File: config.mk
export PLATFORM = sky130hd
export DESIGN_NAME = axis_arbiter_mux
export DESIGN_NICKNAME = d
export VERILOG_FILES = /design/src/rtl/axis_pkg.sv /design/src/rtl/axis_rr_arbiter.sv /design/src/rtl/axis_arbiter_mux.sv
export SDC_FILE = /design/constraint.sdc
export NUM_CORES = 1
export LEC_CHECK = 0
export ABC_AREA = 1
export CAP_MARGIN = 40
export CORE_MARGIN = 3
export CORE_UTILIZATION = 38
export CTS_CLUSTER_SIZE = 20
export DETAILED_ROUTE_END_ITERATION = 8
export GPL_TIMING_DRIVEN = 0
export PLACE_DENSITY_LB_ADDON = 0.15
export SLEW_MARGIN = 20
export SYNTH_ARGS = -nofsm -noshare
export SYNTH_HDL_FRONTEND = slang
export SYNTH_SLANG_ARGS = --single-unit
File: constraint.sdc
create_clock -name clk -period 1.2 [get_ports clk]
set_clock_uncertainty 0.1 [all_clocks]
set_input_delay 0.18 -clock clk [delete_from_list [all_inputs] [get_ports clk]]
set_output_delay 0.18 -clock clk [all_outputs]
set_load 0.03 [all_outputs]
File: src/rtl/axis_pkg.sv
// Shared types and helpers for the AXI-stream packet arbiter/mux.
// Holds the arbiter FSM state encoding and the round-robin search used by
// axis_rr_arbiter so that other multi-master blocks can share the same policy.
package axis_pkg;

    typedef enum logic {
        IDLE   = 1'b0,
        LOCKED = 1'b1
    } arb_state_t;

    // Widest request vector the round-robin search supports.
    localparam int RR_MAX_REQ = 64;

    // Index of the first set request at or after 'start', wrapping at 'n'.
    // Returns -1 when no request is set.
    function automatic int rr_next_index(input logic [RR_MAX_REQ-1:0] req,
                                         input int                    n,
                                         input int                    start);
        int idx;
        int pick;
        pick = -1;
        for (int k = 0; k < RR_MAX_REQ; k++) begin
            if (k < n) begin
                idx = start + k;
                if (idx >= n) begin
                    idx = idx - n;
                end
                if (pick < 0 && req[idx]) begin
                    pick = idx;
                end
            end
        end
        return pick;
    endfunction

endpackage

File: src/rtl/axis_rr_arbiter.sv
// Combinational round-robin arbiter.
// start_idx is the round-robin pointer: the requester searched first, i.e. one
// past the last granted index. Produces a one-hot grant plus its binary index.
module axis_rr_arbiter
    import axis_pkg::*;
#(
    parameter int NUM_REQ = 2,
    parameter int IDX_W   = (NUM_REQ > 1) ? $clog2(NUM_REQ) : 1
) (
    input  logic [NUM_REQ-1:0] req,
    input  logic [IDX_W-1:0]   start_idx,
    output logic               gnt_vld,
    output logic [NUM_REQ-1:0] gnt_onehot,
    output logic [IDX_W-1:0]   gnt_idx
);

    int pick;

    // Search the request vector from the pointer upward with wrap.
    always_comb begin
        pick       = rr_next_index(RR_MAX_REQ'(req), NUM_REQ, int'(start_idx));
        gnt_vld    = (pick >= 0);
        gnt_idx    = '0;
        gnt_onehot = '0;
        if (pick >= 0) begin
            gnt_idx    = IDX_W'(pick);
            gnt_onehot = NUM_REQ'(1) << pick;
        end
    end

endmodule

File: src/rtl/axis_arbiter_mux.sv
// axis_arbiter_mux: merges NUM_STREAMS AXI-stream inputs onto one registered
// AXI-stream output with packet-granular round-robin arbitration.
// Optional feature macro: AXIS_ARBITER_MUX_TID_EN adds axis_o_tid, the source
// stream index of the beat currently held in the output register.
module axis_arbiter_mux
    import axis_pkg::*;
#(
    parameter int AXIS_BYTES  = 1,
    parameter int NUM_STREAMS = 2
) (
    input  logic                                clk,
    input  logic                                sreset,
    output logic [NUM_STREAMS-1:0]              axis_i_tready,
    input  logic [NUM_STREAMS-1:0]              axis_i_tvalid,
    input  logic [NUM_STREAMS-1:0]              axis_i_tlast,
    input  logic [NUM_STREAMS*AXIS_BYTES*8-1:0] axis_i_tdata,
    input  logic                                axis_o_tready,
    output logic                                axis_o_tvalid,
    output logic                                axis_o_tlast,
    output logic [AXIS_BYTES*8-1:0]             axis_o_tdata
`ifdef AXIS_ARBITER_MUX_TID_EN
    ,
    output logic [$clog2(NUM_STREAMS)-1:0]      axis_o_tid
`endif
);

    localparam int DW    = AXIS_BYTES * 8;
    localparam int IDX_W = $clog2(NUM_STREAMS);

    arb_state_t             state;
    logic [IDX_W-1:0]       grant;
    logic [NUM_STREAMS-1:0] grant_oh;
    logic [IDX_W-1:0]       rr_ptr;

    logic                   arb_vld;
    logic [NUM_STREAMS-1:0] arb_onehot;
    logic [IDX_W-1:0]       arb_idx;

    logic                   out_ready;
    logic                   in_hs;
    logic [DW-1:0]          sel_data;
    logic                   sel_last;

    axis_rr_arbiter #(
        .NUM_REQ (NUM_STREAMS),
        .IDX_W   (IDX_W)
    ) u_rr_arbiter (
        .req        (axis_i_tvalid),
        .start_idx  (rr_ptr),
        .gnt_vld    (arb_vld),
        .gnt_onehot (arb_onehot),
        .gnt_idx    (arb_idx)
    );

    // The output register can take a beat when empty or draining this cycle.
    assign out_ready = !axis_o_tvalid || axis_o_tready;
    assign sel_data  = axis_i_tdata[int'(grant)*DW +: DW];
    assign sel_last  = axis_i_tlast[grant];
    assign in_hs     = (state == LOCKED) && axis_i_tvalid[grant] && out_ready;

    // Only the granted input ever sees tready, and only while locked.
    always_comb begin
        axis_i_tready = '0;
        if (state == LOCKED && out_ready) begin
            axis_i_tready = grant_oh;
        end
    end

    // Arbitration FSM: pick a packet owner in IDLE, hold it until tlast is taken.
    always_ff @(posedge clk) begin
        if (sreset) begin
            state    <= IDLE;
            grant    <= '0;
            grant_oh <= '0;
            rr_ptr   <= '0;
        end else begin
            case (state)
                IDLE: begin
                    if (arb_vld) begin
                        grant    <= arb_idx;
                        grant_oh <= arb_onehot;
                        state    <= LOCKED;
                    end
                end
                LOCKED: begin
                    if (in_hs && sel_last) begin
                        state  <= IDLE;
                        rr_ptr <= (grant == IDX_W'(NUM_STREAMS - 1)) ? '0 : grant + 1'b1;
                    end
                end
                default: state <= IDLE;
            endcase
        end
    end

    // Output register: a load replaces the held beat, otherwise a sink accept empties it.
    always_ff @(posedge clk) begin
        if (sreset) begin
            axis_o_tvalid <= 1'b0;
            axis_o_tlast  <= 1'b0;
            axis_o_tdata  <= '0;
`ifdef AXIS_ARBITER_MUX_TID_EN
            axis_o_tid    <= '0;
`endif
        end else if (in_hs) begin
            axis_o_tvalid <= 1'b1;
            axis_o_tlast  <= sel_last;
            axis_o_tdata  <= sel_data;
`ifdef AXIS_ARBITER_MUX_TID_EN
            axis_o_tid    <= grant;
`endif
        end else if (axis_o_tready) begin
            axis_o_tvalid <= 1'b0;
        end
    end

endmodule

==> flow_summary.json <==
{
  "status": "complete, but fails checks",
  "failed_checks": "setup timing",
  "wirelength_um": 1800,
  "ios": 35,
  "final_cell_mix": "34 x nand2_1, 21 x clkdlybuf4s50_1, 16 x nor2_1, 12 x dfxtp_1, 9 x buf_2",
  "ys_ff_latch": 15,
  "rr_startpoint": "state",
  "yosysWarnings": 0,
  "n_antenna_cell": 0,
  "crit_required_ns": 0.92,
  "io_buffer_count": 34,
  "switchingPower_uw": 385.6,
  "vias": 773,
  "crit_fanout": 3,
  "cts.sinks": 15,
  "seqPwrFrac": 0.462,
  "netlist_instances": 102,
  "syn_area_sq_um": 711.9,
  "drtIter0Drc": 15,
  "rr_worst_depth": 7,
  "core_area_sq_um": 1745,
  "netlist-cell-type-count": 17,
  "p_leak_nw": 0.5025,
  "gp_congestion": 0.7250,
  "switching_share": 0.3184,
  "critPathLaunch": "state",
  "grt_pass1_wl_um": 2994,
  "clkTransAtPathRegs_ns": 0.09,
  "clock_path_buffers": 2,
  "antenna_found_initial": 0,
  "final_common_cell": "nand2_1",
  "grt_usage": 0.1635,
  "cts.htree.levels": 1,
  "worstSetupPathType": "flip-flop to output port",
  "root_buffer": "clkbuf_4",
  "clk_latency_ns": 0.28,
  "synth_top_area_share": 0.4218,
  "p_per_area_nw_per_um2": 1091,
  "rsz0062_at_grt": "yes",
  "worst_slack_ns": -0.1506,
  "cts_made_buffers": 3,
  "final_util": 0.6358,
  "wl_per_cell_um": 10.84,
  "hold_violations": 0,
  "synth_top_cell_by_area": "dfxtp_1",
  "crit_chain": "inv_2 -> a21oi_4 -> inv_2 -> nor2_4 -> buf_6",
  "finalCriticalPeriod_ns": 1.351,
  "place_ws_ns": -0.8463,
  "timing.fmax_mhz": 740.4,
  "drive_gt1_frac": 0.2695,
  "tightest_slew_ns": 0.3212,
  "grt_max_degree": 11,
  "crit_path_end_kind": "output port",
  "max-slew-margin-rel": 0.7852,
  "final_antenna_net_count": 0,
  "cpPeakStageDelay_ns": 0.34,
  "start_util": 0.4079,
  "dieArea_sq_um": 2429,
  "hold_buffers": 0,
  "ir_drop_mv": 0.8264,
  "syn_nets": 125,
  "syn2layout_area_growth_pct": 55.89,
  "grt_pass1_vias": 700,
  "hold_start": "axis_o_tready",
  "max_cap_violations": 0,
  "drt_pass1_iterations": 4,
  "start_kind": "flip-flop",
  "setup_violations": 11,
  "chipWidth_um": 49.29,
  "die_h_um": 49.29,
  "critPathSlowestCell": "dfxtp_2",
  "cts_tree": "done",
  "power_frac_comb": 0.300,
  "finalMaxSlewViolations": 0,
  "hold_path_depth": 4,
  "p_clk_frac": 0.239,
  "post-dp-hpwl_um": 1322,
  "timing.final.crit_share": 1.125,
  "grt_overflow": 0,
  "synth_area_per_cell_sq_um": 6.980,
  "rows": 15,
  "vias_per_cell": 4.657,
  "internal_power_uw": 825.2,
  "nNetsFinal": 165,
  "crit_top_cell": "inv_2",
  "min_path_type": "input pin to flip-flop",
  "synth_area_leaders": "dfxtp_1 42%, nand2_1 18%, nor2_1 9.5%",
  "drc": 0,
  "arrival_ns": 1.07,
  "ys_seq_area_frac": 0.4218
}
-- area by class of cell --
type | instances | area [sq um]
repair buffers | 35 | 304.0
clock buffers | 4 | 26.28
inverters | 9 | 36.28
flip-flops and latches | 15 | 306.5
fillers | 182 | 635.6
plain buffers | 2 | 22.52
well taps | 25 | 31.28
multi-input cells | 76 | 382.9
-- kinds of logic (layout without fill, tap and decap cells) --
logic type | count (synthesis) | in the layout | synth area share
buf+inv | 11 | 50 | 0.07381
compound gates | 18 | 18 | 0.1564
flops | 15 | 15 | 0.4218
simple gates | 58 | 58 | 0.3480
-- timing repair --
item / in CTS / in global routing
gates resized for setup: 64 / 8
pin swaps: 1 / 0
hold endpoints to repair: 0 / 0
setup endpoints to repair: 20 / 18
setup buffers: 1 / 0
-- power by group through the flow --
stage	registers (mW)	logic, mW	clock network [mW]
2_1_floorplan	0.621	0.160	0
3_3_place_gp	0.569	0.368	0
3_5_place_dp	0.570	0.375	0
4_1_cts	0.560	0.363	0.300
6_report	0.559	0.363	0.289
5_1_grt	0.565	0.397	0.329
-- layer usage --
layer | vias up | wire length (um) | global-route usage
li1 | 398 | - | -
met1 | 345 | 761 | 0.1842
met2 | 26 | 889 | 0.2746
met3 | 4 | 124 | 0.05810
met4 | 0 | 25 | 0.07109
met5 | - | 0 | 0
-- cells in the mapped netlist --
cell	instances
nand3_1	1
o21ai_1	8
dfxtp_1	15
a21oi_4	1
nor2_1	18
nand2_1	34
buf_4	1
inv_1	4
nand2_4	3
o21ai_2	1
nand3b_1	1
a21oi_2	1
a21oi_1	6
nand2_2	1
o211ai_1	1
buf_6	1
inv_2	5
-- flip-flops by register name, summed over array words and instances (netlist names) --
signal,flops
axis_o_tdata,8
axis_o_tlast,1
axis_o_tvalid,1
grant,1
grant_oh,2
rr_ptr,1
state,1
-- per-stage QoR --
step	total power, mW	cells	setup TNS, ns	hold slack (ns)	cell area, sq um
after CTS	1.223	166	-0.4818	0.1922	1107
final	1.211	166	-0.5020	0.2184	1110
after global routing	1.290	166	-1.350	0.2413	1110
after floorplan	0.7815	102	0	0.1417	728.2
after detailed placement	0.9455	161	-6.735	0.3607	1100
after global placement	0.9377	161	-6.296	0.3553	1100
-- critical path: cells and delay by family (launching register included) --
family | cells | cell delay, ns
and+or+nand+nor | 1 | 0.08
DFF | 1 | 0.34
AOI/OAI and AO/OA | 1 | 0.12
buffers and inverters | 3 | 0.25
-- final timing paths --
kind | to | slack [ns]
max reg2reg | axis_o_tdata[4] | -0.05
min | axis_o_tvalid | 0.22
max | axis_i_tready[0] | -0.15
min reg2reg | axis_o_tlast | 0.37
No activity file was read; power rests on OpenSTA's default activity.
